==> config.mk <==
export PLATFORM = sky130hd
export DESIGN_NAME = perceptron_scheduler_flat
export DESIGN_NICKNAME = d
export VERILOG_FILES = /design/src/rtl/perceptron_scheduler_if.sv /design/src/rtl/perceptron_scheduler.sv /design/src/flat_wrapper.sv
export SDC_FILE = /design/constraint.sdc
export NUM_CORES = 1
export LEC_CHECK = 0
export CELL_PAD_IN_SITES_DETAIL_PLACEMENT = 0
export CELL_PAD_IN_SITES_GLOBAL_PLACEMENT = 1
export CORE_UTILIZATION = 38
export DETAILED_ROUTE_END_ITERATION = 10
export PLACE_DENSITY_LB_ADDON = 0.1
export SKIP_LAST_GASP = 1
export SYNTH_ARGS = -nofsm -noshare
export SYNTH_HDL_FRONTEND = slang
export SYNTH_SLANG_ARGS = --single-unit
==> constraint.sdc <==
create_clock -name clk_i -period 4.45 [get_ports clk_i]
set_clock_uncertainty 0.05 [all_clocks]
set_input_delay 0.89 -clock clk_i [delete_from_list [all_inputs] [get_ports clk_i]]
set_output_delay 0.89 -clock clk_i [all_outputs]
set_load 0.005 [all_outputs]
==> src/rtl/perceptron_scheduler_if.sv <==
// Request, configuration and result bundle for the shared perceptron engine.
// The master side drives requests and weight writes; the slave side is the scheduler.
interface perceptron_scheduler_if #(
  parameter int unsigned WIDTH = 25,
  parameter int unsigned N     = 4
);
  localparam int unsigned AW  = (WIDTH > 1) ? $clog2(WIDTH) : 1;
  localparam int unsigned IDW = (N > 1) ? $clog2(N) : 1;
  localparam int unsigned SW  = $clog2(3 * WIDTH + 1);

  logic [N-1:0]       req;
  logic [N*WIDTH-1:0] req_data;
  logic [N-1:0]       grant;
  logic               cfg_we;
  logic [AW-1:0]      cfg_addr;
  logic [1:0]         cfg_wdata;
  logic               busy;
  logic               res_valid;
  logic [1:0]         res_class;
  logic [IDW-1:0]     res_id;
  logic [SW-1:0]      res_sum;

  modport master (
    output req, req_data, cfg_we, cfg_addr, cfg_wdata,
    input  grant, busy, res_valid, res_class, res_id, res_sum
  );

  modport slave (
    input  req, req_data, cfg_we, cfg_addr, cfg_wdata,
    output grant, busy, res_valid, res_class, res_id, res_sum
  );
endinterface

==> src/rtl/perceptron_scheduler.sv <==
// Round-robin arbitrated, bit-serial perceptron MAC shared among N requesters.
// One pattern bit is weighed per cycle; the sum is classified against two match values.
module perceptron_scheduler #(
  parameter int unsigned WIDTH   = 25,
  parameter int unsigned N       = 4,
  parameter int unsigned MATCH_A = 10,
  parameter int unsigned MATCH_B = 4
) (
  input logic                   clk_i,
  input logic                   rst_i,
  perceptron_scheduler_if.slave sched_io
);
  localparam int unsigned AW  = (WIDTH > 1) ? $clog2(WIDTH) : 1;
  localparam int unsigned IDW = (N > 1) ? $clog2(N) : 1;
  localparam int unsigned SW  = $clog2(3 * WIDTH + 1);

  typedef enum logic [1:0] {StIdle, StRun, StResult} state_e;

  state_e         state_q, state_d;
  logic [WIDTH-1:0] pattern_q, pattern_d;
  logic [SW-1:0]  acc_q, acc_d;
  logic [AW-1:0]  idx_q, idx_d;
  logic [IDW-1:0] last_q, last_d;
  logic [IDW-1:0] id_q, id_d;
  logic [SW-1:0]  res_sum_q, res_sum_d;
  logic [1:0]     res_class_q, res_class_d;
  logic [IDW-1:0] res_id_q, res_id_d;
  logic [1:0]     weight_q [WIDTH];
  logic [1:0]     weight_d [WIDTH];

  logic           win_found;
  logic [IDW-1:0] win_idx;
  logic           last_bit;
  int unsigned    cand;

  function automatic logic [1:0] default_weight(input int unsigned i);
    case (i)
      0, 4, 12, 20, 24: return 2'b10;
      2, 10, 14, 22:    return 2'b01;
      default:          return 2'b00;
    endcase
  endfunction

  function automatic logic [1:0] classify(input logic [SW-1:0] s);
    if (s == SW'(MATCH_A))      return 2'b10;
    else if (s == SW'(MATCH_B)) return 2'b01;
    else                        return 2'b00;
  endfunction

  // First set request after the previous winner, wrapping modulo N.
  always_comb begin
    win_found = 1'b0;
    win_idx   = '0;
    cand      = 0;
    for (int unsigned off = 1; off <= N; off++) begin
      cand = (32'(last_q) + off) % N;
      if (!win_found && sched_io.req[cand[IDW-1:0]]) begin
        win_found = 1'b1;
        win_idx   = cand[IDW-1:0];
      end
    end
  end

  assign last_bit = (idx_q == AW'(WIDTH - 1));

  always_ff @(posedge clk_i) begin
    if (rst_i) begin
      state_q     <= StIdle;
      pattern_q   <= '0;
      acc_q       <= '0;
      idx_q       <= '0;
      last_q      <= IDW'(N - 1);
      id_q        <= '0;
      res_sum_q   <= '0;
      res_class_q <= '0;
      res_id_q    <= '0;
      for (int unsigned i = 0; i < WIDTH; i++) begin
        weight_q[i] <= default_weight(i);
      end
    end else begin
      state_q     <= state_d;
      pattern_q   <= pattern_d;
      acc_q       <= acc_d;
      idx_q       <= idx_d;
      last_q      <= last_d;
      id_q        <= id_d;
      res_sum_q   <= res_sum_d;
      res_class_q <= res_class_d;
      res_id_q    <= res_id_d;
      weight_q    <= weight_d;
    end
  end

  always_comb begin
    state_d = state_q;
    unique case (state_q)
      StIdle:   if (win_found) state_d = StRun;
      StRun:    if (last_bit) state_d = StResult;
      StResult: state_d = StIdle;
      default:  state_d = StIdle;
    endcase
  end

  always_comb begin
    pattern_d   = pattern_q;
    acc_d       = acc_q;
    idx_d       = idx_q;
    last_d      = last_q;
    id_d        = id_q;
    res_sum_d   = res_sum_q;
    res_class_d = res_class_q;
    res_id_d    = res_id_q;
    weight_d    = weight_q;
    unique case (state_q)
      StIdle: begin
        // A write landing with a grant is visible to that job: RUN reads weights later.
        if (sched_io.cfg_we && (32'(sched_io.cfg_addr) < WIDTH)) begin
          weight_d[sched_io.cfg_addr] = sched_io.cfg_wdata;
        end
        if (win_found) begin
          pattern_d = sched_io.req_data[32'(win_idx) * WIDTH +: WIDTH];
          last_d    = win_idx;
          id_d      = win_idx;
          acc_d     = '0;
          idx_d     = '0;
        end
      end
      StRun: begin
        acc_d = acc_q + SW'(weight_q[idx_q] & {2{pattern_q[idx_q]}});
        idx_d = idx_q + AW'(1);
        if (last_bit) begin
          res_sum_d   = acc_d;
          res_class_d = classify(acc_d);
          res_id_d    = id_q;
        end
      end
      default: ;
    endcase
  end

  always_comb begin
    sched_io.grant     = '0;
    sched_io.busy      = (state_q != StIdle);
    sched_io.res_valid = (state_q == StResult);
    if (state_q == StIdle && win_found) begin
      sched_io.grant = N'(1) << win_idx;
    end
  end

  assign sched_io.res_sum   = res_sum_q;
  assign sched_io.res_class = res_class_q;
  assign sched_io.res_id    = res_id_q;
endmodule

==> src/flat_wrapper.sv <==
// flat-port wrapper written by rule: the top's interface ports become plain ports
module perceptron_scheduler_flat 
#(
  parameter int unsigned WIDTH   = 25,
  parameter int unsigned N       = 4,
  parameter int unsigned MATCH_A = 10,
  parameter int unsigned MATCH_B = 4
)
  (clk_i, rst_i, sched_io_req, sched_io_req_data, sched_io_cfg_we, sched_io_cfg_addr, sched_io_cfg_wdata, sched_io_grant, sched_io_busy, sched_io_res_valid, sched_io_res_class, sched_io_res_id, sched_io_res_sum);
  perceptron_scheduler_if #(.WIDTH(WIDTH), .N(N)) sched_io_i ();
  input logic clk_i;
  input logic rst_i;
  input wire logic [$bits(sched_io_i.req)-1:0] sched_io_req;
  input wire logic [$bits(sched_io_i.req_data)-1:0] sched_io_req_data;
  input wire logic [$bits(sched_io_i.cfg_we)-1:0] sched_io_cfg_we;
  input wire logic [$bits(sched_io_i.cfg_addr)-1:0] sched_io_cfg_addr;
  input wire logic [$bits(sched_io_i.cfg_wdata)-1:0] sched_io_cfg_wdata;
  output wire logic [$bits(sched_io_i.grant)-1:0] sched_io_grant;
  output wire logic [$bits(sched_io_i.busy)-1:0] sched_io_busy;
  output wire logic [$bits(sched_io_i.res_valid)-1:0] sched_io_res_valid;
  output wire logic [$bits(sched_io_i.res_class)-1:0] sched_io_res_class;
  output wire logic [$bits(sched_io_i.res_id)-1:0] sched_io_res_id;
  output wire logic [$bits(sched_io_i.res_sum)-1:0] sched_io_res_sum;
  assign sched_io_i.req = sched_io_req;
  assign sched_io_i.req_data = sched_io_req_data;
  assign sched_io_i.cfg_we = sched_io_cfg_we;
  assign sched_io_i.cfg_addr = sched_io_cfg_addr;
  assign sched_io_i.cfg_wdata = sched_io_cfg_wdata;
  assign sched_io_grant = sched_io_i.grant;
  assign sched_io_busy = sched_io_i.busy;
  assign sched_io_res_valid = sched_io_i.res_valid;
  assign sched_io_res_class = sched_io_i.res_class;
  assign sched_io_res_id = sched_io_i.res_id;
  assign sched_io_res_sum = sched_io_i.res_sum;
  perceptron_scheduler #(.WIDTH(WIDTH), .N(N), .MATCH_A(MATCH_A), .MATCH_B(MATCH_B)) u_core (.clk_i(clk_i), .rst_i(rst_i), .sched_io(sched_io_i));
endmodule
==> key figures <==
Status
  – Outcome: complete, no violations

Synth
  – Mapped Nets: between 700 and 800
  – Post-Syn Instances: 660
  – Yosys cell types: 66
  – Syn avg cell area: between 8 and 9 um^2
  – Asr flop ratio synth: 0%
  – Synth Cell Area: just under 6000 um^2
  – Syn. warnings: 0
  – Post-synth EDFFs: 0
  – Synth Flop Type: dfxtp_1
  – Sequential-to-total area share from yosys stat: 35.3%
  – Yosys reg bits: roughly 100

CTS
  – Clock Pin Slew Worst Setup and Hold Paths: roughly 70 ps
  – Post-CTS setup buffers: 0
  – Clk root buf: clkbuf_16
  – Post-cts resize count: 0
  – CTS tree: built
  – Clock tree sinks: roughly 100
  – Max H-tree Level: 3
  – Clock buffer depth: 2
  – TritonCTS Buffers: 9
  – Post-CTS Hold Buffers: 0
  – Worst skew pair latency: 350 ps

Setup path
  – Crit path launch type: input port
  – WP data required: around 3500 ps
  – Critical path data arrival time: just under 3000 ps
  – Max FO, Critical Path: 6
  – Critical path class: input port to primary output
  – Crit end category: primary output

Global routing
  – Initial antenna violation count: 0
  – Total routing usage reported by global routing: a little over a fifth
  – Number of global-route vias before repair: just over 5,000
  – First-pass GRT wire length: roughly 27,000 um
  – Overflow after GRT: 0
  – Largest net degree at the start of global routing: 65

Finish
  – Post-route cell area: approximately 7500 um^2
  – Fillcell total: 1,460
  – Area delta synth->final: 27.3%
  – Layout cells sized above 1: 9.32%
  – Non-filler cells, final: between 900 and 1,000
  – Ant diodes: 0
  – # nets final: between 800 and 900
  – Final Util: roughly half

Floorplan
  – Num ports: ~130
  – Num rows: 45
  – Placeable Area: around 15,000 um^2
  – Die width: ~130 um
  – Die Span Y: around 130 um
  – Die ar.: around 16,000 um^2
  – Initial Util: between 30% and 40%

Power
  – Leakage: roughly 0.0025 uW
  – VDD IR max: 0.000191 V
  – Pwr dens: between 300 and 400 nW/um^2

Timing
  – Final min period: ~3900 ps
  – Slew headroom: between 20% and 30%
  – Endpoints failing hold: 0
  – Setup TNS: 0 ps
  – RSZ-0062 raised after global routing: no
  – Share of the clock period used by the worst path: roughly 88%
  – Fmax: around 260 MHz
  – Final setup viols: 0
  – Slew Viols, Final: 0
  – Least-Margin Pin Slew: around 1200 ps
  – Hold WS: approximately 400 ps

Route
  – First DRT Iteration DRCs: about 270
  – Antenna violation net count after detailed routing: 0
  – Via-per-instance ratio: approximately 5.6
  – Final WL: 16,900 um
  – WL per Instance: around 18 um
  – DRC violations left: 0
  – Drt pass-1 iters: 5
  – Vias: 5,298

Placement
  – Number of port buffers: 130
  – Gp weighted congestion: 0.791
  – DP Wirelength: around 12,000 um
  – Inst Count DP: just over 900
  – Placed inst area: just over 7000 um^2

Job
  – Max cap viols: 0

Worst hold path
  – Path category of the worst min-delay check: flip-flop to flip-flop
==> power by group <==
part / switching, uW / internal, uW
sequential: 37.3 / 973
clock: 351 / 446
combinational: 241 / 244
==> synthesized netlist by cell type, types with 3 or more instances <==
master	instances	area share (%)
a2111oi_1	8	1.4
a2111oi_2	3	0.76
a211o_1	3	0.45
a211oi_1	17	2.2
a21oi_1	49	4.2
a22oi_1	5	0.64
and3_1	3	0.32
and4_1	14	2.1
buf_2	14	1.2
buf_4	3	0.38
buf_6	7	1.3
clkbuf_1	27	1.7
dfxtp_1	104	35
ha_1	4	0.85
inv_1	8	0.51
mux2i_1	71	12
mux4_2	12	4.6
nand2_1	70	4.5
nand2b_1	9	0.95
nand3_1	33	2.8
nand3b_1	18	2.3
nand4_1	4	0.42
nor2_1	65	4.1
nor2b_1	7	0.74
nor3_1	11	0.93
nor4_1	3	0.32
o21ai_0	19	1.6
o221ai_2	11	2.8
or2_2	3	0.32
or3_1	4	0.42
xnor2_1	5	0.74
==> critical path: stages <==
cell and delay (ps):
clkdlybuf4s50_1 570, nor2_1 130, a211o_1 420, nor3_4 150, and2_1 250, clkdlybuf4s50_1 540
==> layout make-up <==
cell class	count	area [um^2]	share of cell area, %
clock buffers	11	243	3.23
clock inverters	4	45.0	0.600
inverters	9	33.8	0.450
multi-input cells	493	3490	46.5
flip-flops and latches	104	2080	27.7
well taps	188	235	3.13
repair buffers	141	1380	18.4
==> layer usage <==
metal  vias to the layer above  share of wire, %  global-route usage, %
met2                       122                46                   35.6
li1                       2617                 -                      -
met5                         -                 0                      0
met1                      2540                48                   28.0
met4                         0               1.6                   5.95
met3                        19               4.8                   5.31
==> cell families (layout without fill, tap and decap cells) <==
logic type / after synthesis / in the layout / share of synthesized area [%]
xor gates and xnor gates: 7 / 7 / 1.04
DFF: 104 / 104 / 35.3
adders and majority gates: 5 / 5 / 1.19
buffers and inverters: 63 / 165 / 5.58
and+or+nand+nor: 261 / 261 / 23.0
AOI/OAI and AO/OA: 136 / 136 / 17.0
muxes: 84 / 84 / 16.9
==> cell usage in the layout (no fill, tap or decap), types with 4 or more instances in the layout <==
cell type / n
nand4_1: 4
a21oi_1: 49
inv_1: 8
a22oi_1: 5
clkbuf_16: 9
buf_4: 11
a211oi_1: 17
nor3_1: 11
o21ai_0: 19
clkdlybuf4s50_1: 129
nand3_1: 32
nand3b_1: 18
ha_1: 4
nor2b_1: 7
or3_1: 4
and4_1: 14
nor2_1: 65
nand2b_1: 9
xnor2_1: 5
dfxtp_1: 104
o221ai_2: 11
mux4_2: 12
a2111oi_1: 8
mux2i_1: 71
nand2_1: 70
==> path summary, 6_finish.rpt <==
path	start	to	slack, ps	cells past startpoint
setup / recovery	sched_io_req[3]	sched_io_grant[3]	540	6
hold / removal	u_core.sched_io.res_id[0]$_SDFFE_PP0P_	u_core.sched_io.res_id[0]$_SDFFE_PP0P_	400	2
setup reg to reg	u_core.idx_q[1]$_SDFFE_PP0P_	u_core.sched_io.res_class[0]$_SDFFE_PP0P_	590	13
hold reg to reg	u_core.sched_io.res_id[0]$_SDFFE_PP0P_	u_core.sched_io.res_id[0]$_SDFFE_PP0P_	400	2
==> registers in the layout, summed over array words and instances (netlist names) <==
name	flops
u_core.acc_q	7
u_core.id_q	2
u_core.last_q	2
u_core.pattern_q	25
u_core.sched_io.res_sum	7
u_core.idx_q	5
u_core.state_q	2
u_core.sched_io.res_id	2
u_core.sched_io.res_class	2
u_core.weight_q	50
==> stage by stage <==
stage               worst slack, ps  power [uW]
CTS                             544        2320
floorplan                       990        1320
finish                          544        2290
detailed placement              546        1520
global placement                581        1510
global route                    202        2400
(Power assumes the default switching activity.)
